[src/rtl/simulator.sv]
// Top-level simulation sequencer: IDLE -> INIT (INIT_CYCLES edges) -> RUN (2^W edges) -> DONE.
// Publishes the registered phase and the run-phase cycle index.
module simulator #(
  parameter int MAX_CYCLE_WIDTH = 5,
  parameter int INIT_CYCLES     = 2
) (
  input  logic                       clk,
  input  logic                       reset_n,
  output logic [1:0]                 state,
  output logic [MAX_CYCLE_WIDTH-1:0] current_cycle
);

  localparam int INIT_W = $clog2(INIT_CYCLES + 1);
  localparam logic [INIT_W-1:0]          INIT_LAST = INIT_W'(INIT_CYCLES - 1);
  localparam logic [MAX_CYCLE_WIDTH-1:0] CYC_MAX   = '1;

  typedef enum logic [1:0] {
    IDLE = 2'b00,
    INIT = 2'b01,
    RUN  = 2'b10,
    DONE = 2'b11
  } state_e;

  // Power-up values match the reset values so benches see 00/0 before any reset.
  state_e                     state_q = IDLE;
  state_e                     state_d;
  logic [MAX_CYCLE_WIDTH-1:0] cycle_q = '0;
  logic [MAX_CYCLE_WIDTH-1:0] cycle_d;
  logic [INIT_W-1:0]          init_q  = '0;
  logic [INIT_W-1:0]          init_d;

  // reset_n is active-high despite its name.
  always_ff @(posedge clk) begin
    if (reset_n) begin
      state_q <= IDLE;
      cycle_q <= '0;
      init_q  <= '0;
    end else begin
      state_q <= state_d;
      cycle_q <= cycle_d;
      init_q  <= init_d;
    end
  end

  always_comb begin
    state_d = state_q;
    cycle_d = cycle_q;
    init_d  = init_q;
    unique case (state_q)
      IDLE: begin
        state_d = INIT;
        init_d  = '0;
        cycle_d = '0;
      end
      INIT: begin
        cycle_d = '0;
        if (init_q == INIT_LAST) begin
          state_d = RUN;
          init_d  = '0;
        end else begin
          init_d  = init_q + 1'b1;
        end
      end
      RUN: begin
        // Saturate at all-ones: the last RUN value is also the DONE value.
        if (cycle_q == CYC_MAX) state_d = DONE;
        else                    cycle_d = cycle_q + 1'b1;
      end
      DONE: begin
        state_d = DONE;
      end
      default: state_d = IDLE;
    endcase
  end

  assign state         = state_q;
  assign current_cycle = cycle_q;

endmodule

[config.mk]
export PLATFORM = sky130hd
export DESIGN_NAME = simulator
export DESIGN_NICKNAME = d
export VERILOG_FILES = /design/src/rtl/simulator.sv
export SDC_FILE = /design/constraint.sdc
export NUM_CORES = 1
export LEC_CHECK = 0
export BUFFER_PORTS_ARGS = -buffer_cell sky130_fd_sc_hd__buf_2
export CORE_AREA = 2 2 39 41
export DETAILED_ROUTE_END_ITERATION = 8
export DIE_AREA = 0 0 41 43
export PLACE_DENSITY = 0.54
export SYNTH_ARGS = -nofsm -noshare
export SYNTH_HDL_FRONTEND = slang
export SYNTH_SLANG_ARGS = --single-unit
[constraint.sdc]
create_clock -name clk -period 3.4 [get_ports clk]
set_input_delay 0.34 -clock clk [delete_from_list [all_inputs] [get_ports clk]]
set_output_delay 0.34 -clock clk [all_outputs]
set_load 0.02 [all_outputs]
; Yosys cells after proc, flatten, opt, wreduce, memory -nomap -nowiden
; Cells that the tools add are included.
[totals]
mem_count = 0
latchBits = 0
word_cells = 26
ramBits = 0
register_bits = 9
out_inout_bits = 7
mem_bits_ro = 0
in_bits = 2
[classes]
order_cmp = 0
shifts = 0
n_reduce_logical = 6
bitwise = 0
n_mux = 7
eq_ne = 8
addsub = 2
multipliers = 0
div = 0
[ops]
columns = cell, n
row1 = case mux 5 bit (2 select lines), 1
row2 = case mux 2 bit (4 select lines), 1
row3 = two-way mux 2 bit, 3
row4 = "!= test 2 bit, second input constant", 3
row5 = "adder 5 x 1 -> 5 bit, second input constant", 1
row6 = "== test 5 bit, second input constant", 1
row7 = two-way mux 5 bit, 1
row8 = "== test 2 x 1 -> 1 bit, second input constant", 2
row9 = "== test 2 bit, second input constant", 2
row10 = case mux 2 bit (2 select lines), 1
row11 = AND reduction 2 bit, 2
row12 = nonzero test 2 bit, 2
row13 = "adder 2 x 1 -> 2 bit, second input constant", 1
row14 = logical NOT 2 bit, 1
row15 = OR reduction 2 bit, 1

; Depth between registers and ports, before layout
[logic_depth]
depth_word = 4
mapped_depth = 6
mapped_depth_nobuf = 6

; Worst setup path before layout
; Ideal clock, no wire load.
[synth_timing]
path_type = register to register
from = register cycle_q[0] (netlist: current_cycle[0])
to = register cycle_q[3] (netlist: current_cycle[3])
required_time_ns = 3.330
t_arrival_ns = 1.663
stages_incl_launch_ff = 7
period_less_slack_ns = 1.734
n_path_buf = 0
setup_ns = 0.070
slack_ns = 1.666
path_cell_list = dfxtp_1 ha_1 and3_1 ha_1 or2_4 or3_1 a21oi_1
[synth_between]
elab_chain_cells = 3
elab_cells_between_ends = 6
classes_between = add/sub (1) / eq/ne (2) / mux (2) / reduce/logical (1)
[synth_lines]
columns = item, line_no
row1 = from (decl), 27  ; logic [MAX_CYCLE_WIDTH-1:0] cycle_q = '0;
row2 = from (signal assigned), 40  ; cycle_q <= cycle_d;
row3 = adder 5 x 1 -> 5 bit or == test 5 bit (tied branches), "67, 66"
row4 = two-way mux 5 bit or != test 2 bit (tied branches), n/a
row5 = case mux 5 bit (2 select lines) or AND reduction 2 bit (tied branches), n/a
; Parallel ways exist; a longest one is shown, timed or not. The select of a mux whose other input is x is not followed.
; A chain may end at the register's enable or synchronous reset.

; Final worst setup path
; Ends and elaborated chain as after synthesis.

==> impl_metrics.json <==
{
  "rsz0062_at_grt": "false",
  "place.gp.congestion": 0.721,
  "ys_seq_area_share_pct": 48.8,
  "drt-wirelength-per-cell_um": 9.27,
  "cp-start-kind": "flop",
  "antenna_found_initial": 0,
  "core_area_um2": 1380,
  "clock_path_buffers": 2,
  "ys_types": 17,
  "tns_ns": 0,
  "postCtsHoldBufs": 0,
  "finalSetupViolations": 0,
  "grt_max_degree": 9,
  "max_slew_margin_pct": 80.8,
  "min_to": "init_q[0]",
  "synth_nets": 46,
  "cap_violations": 0,
  "drc": 0,
  "ys_warn_count": 0,
  "cts_made_buffers": 3,
  "max-vdd-ir-drop_mv": 0.109,
  "postRouteAntennaNets": 0,
  "ys_ff_latch": 9,
  "status": "finished clean",
  "hold_viol": 0,
  "fin_worst_skew_ns": 0.00162,
  "r2r-end": "current_cycle[3]",
  "tightest_slew_ns": 0.287,
  "final_util_pct": 32.9,
  "ioPinCount": 9,
  "critPathMaxFanout": 4,
  "worst_r2r_path_depth": 6,
  "grt_pass1_wl_um": 1010,
  "fillers": 152,
  "crit_arrival_ns": 1.92,
  "cts-root-buf": "clkbuf_4",
  "power_mw": 0.209,
  "grt_overflow": 0,
  "port_buffers": 8,
  "endpoint_kind": "flop",
  "syn-cell-area_um2": 369,
  "yosysTopAreaCell": "dfxtp_1",
  "grt_pass1_vias": 252,
  "clock_sinks": 9,
  "cts_resized": 0,
  "hold_start": "reset_n",
  "path_clk_slew_ns": 0.06,
  "hold_class": "input port to flop",
  "first_pass_iters": 3,
  "hpwl_um": 518,
  "vias_per_cell": 4.46,
  "fmax_mhz": 577,
  "crit_type": "flop to flop",
  "drt_iter0_markers": 4,
  "num_rows": 14,
  "nets": 59,
  "p_per_area_nw_per_um2": 459,
  "syn_avg_cell_area_um2": 8.79,
  "hold-path-cell-count": 2,
  "netlist_instances": 42,
  "grt_usage_pct": 8.96,
  "antenna_cells": 0,
  "die_area_um2": 1760,
  "leakagePower_nw": 0.191,
  "htree_levels": 1,
  "fp.dieH_um": 43,
  "cts_setup_buffers": 0,
  "r2r-start": "current_cycle[0]",
  "initial_core_util_pct": 26.7,
  "synth_top_cell_area_share_pct": 48.8,
  "ys_top_cells_by_area": "dfxtp_1 49%, a21oi_1 6.8%, ha_1 6.8%, nand2_1 5.1%, nor2_1 5.1%",
  "reg2reg_slack_ns": 1.67,
  "areaGrowthSynthToFinish_pct": 23.4,
  "routed_wl_um": 649,
  "worstPathRequired_ns": 3.58,
  "fin_crit_ns": 1.73,
  "drive_gt1_share_pct": 22.2,
  "die_w_um": 41,
  "fin_crit_sh_pct": 51.0,
  "worstSkewPairLatency_ns": 0.25,
  "slew_viol_final": 0,
  "vias": 312,
  "cts_tree": "built"
}
-- cell type report --
class	instances	area [µm²]	share of cell area, %
clock buffer	4	26.3	5.77
inverter	2	7.51	1.65
multi-input combinational	31	181	39.8
sequential	9	180	39.6
tap	16	20.0	4.40
timing repair buffer	8	40.0	8.79
-- cell families after synthesis --
group                    count (synthesis)  share of synthesized area, %
AND/OR/NAND/NOR                         19                          25.8
flip-flops                               9                          48.8
buffers and inverters                    2                          2.03
adder cells (fa/ha/maj)                  2                          6.78
AO/OA/AOI/OAI                            8                          11.9
XOR/XNOR                                 2                          4.75
-- cells in the final DEF (no fill, tap or decap) --
master / instances
a211oi_1: 1
a21oi_1: 5
a31oi_1: 1
and3_1: 1
buf_2: 8
clkbuf_1: 1
clkbuf_4: 3
dfxtp_1: 9
ha_1: 2
inv_1: 2
nand2_1: 5
nand2b_1: 1
nand3_1: 1
nor2_1: 5
nor3_1: 2
nor3b_1: 2
o21ai_0: 1
or2_4: 1
or3_1: 1
xnor2_1: 2
-- critical path, cell delays in order, from the launching register on --
cell	delay (ns)
dfxtp_1	0.34
ha_1	0.22
and3_1	0.18
ha_1	0.20
or2_4	0.25
or3_1	0.34
a21oi_1	0.13
-- flip-flops by register name, summed over array words and instances (netlist names) --
signal         cells
state              2
current_cycle      5
init_q             2
-- worst max-delay path by stage --
| stage | start | to | slack, ns |
|---|---|---|---|
| 6_report | current_cycle[0] | current_cycle[3] | 1.67 |
| 4_1_cts | current_cycle[0] | current_cycle[3] | 1.66 |
| 5_1_grt | current_cycle[0] | current_cycle[3] | 1.58 |
| 2_1_floorplan | current_cycle[0] | current_cycle[3] | 1.67 |
| 3_5_place_dp | current_cycle[0] | current_cycle[3] | 1.67 |
| 3_3_place_gp | current_cycle[0] | current_cycle[3] | 1.69 |
-- synthesized netlist by cell type --
| cell | instances |
|---|---|
| dfxtp_1 | 9 |
| a21oi_1 | 5 |
| nand2_1 | 5 |
| nor2_1 | 5 |
| ha_1 | 2 |
| inv_1 | 2 |
| nor3_1 | 2 |
| nor3b_1 | 2 |
| xnor2_1 | 2 |
| a211oi_1 | 1 |
| a31oi_1 | 1 |
| and3_1 | 1 |
| nand2b_1 | 1 |
| nand3_1 | 1 |
| o21ai_0 | 1 |
| or2_4 | 1 |
| or3_1 | 1 |
-- routing by layer --
metal	global-route usage (%)	wire, µm	vias up	share of wire [%]
met5	0	0	-	0
met4	8.00	17	0	2.6
met3	3.14	33	2	5.1
met2	12.8	311	6	48
met1	9.74	287	133	44
li1	-	-	171	-
-- stage by stage --
stage | setup WS (ns) | hold slack, ns | instances | cell area, µm²
after CTS | 1.66 | 0.302 | 70 | 455
after floorplan | 1.67 | 0.412 | 42 | 369
after global routing | 1.58 | 0.313 | 70 | 455
after global placement | 1.69 | 0.456 | 66 | 429
after detailed placement | 1.67 | 0.459 | 66 | 429
final | 1.67 | 0.313 | 70 | 455
-- power breakdown --
part	internal (mW)	switching [mW]
Combinational	0.00773	0.00974
Clock	0.0449	0.0329
Sequential	0.109	0.00493
No activity file was read; power rests on OpenSTA's default activity.
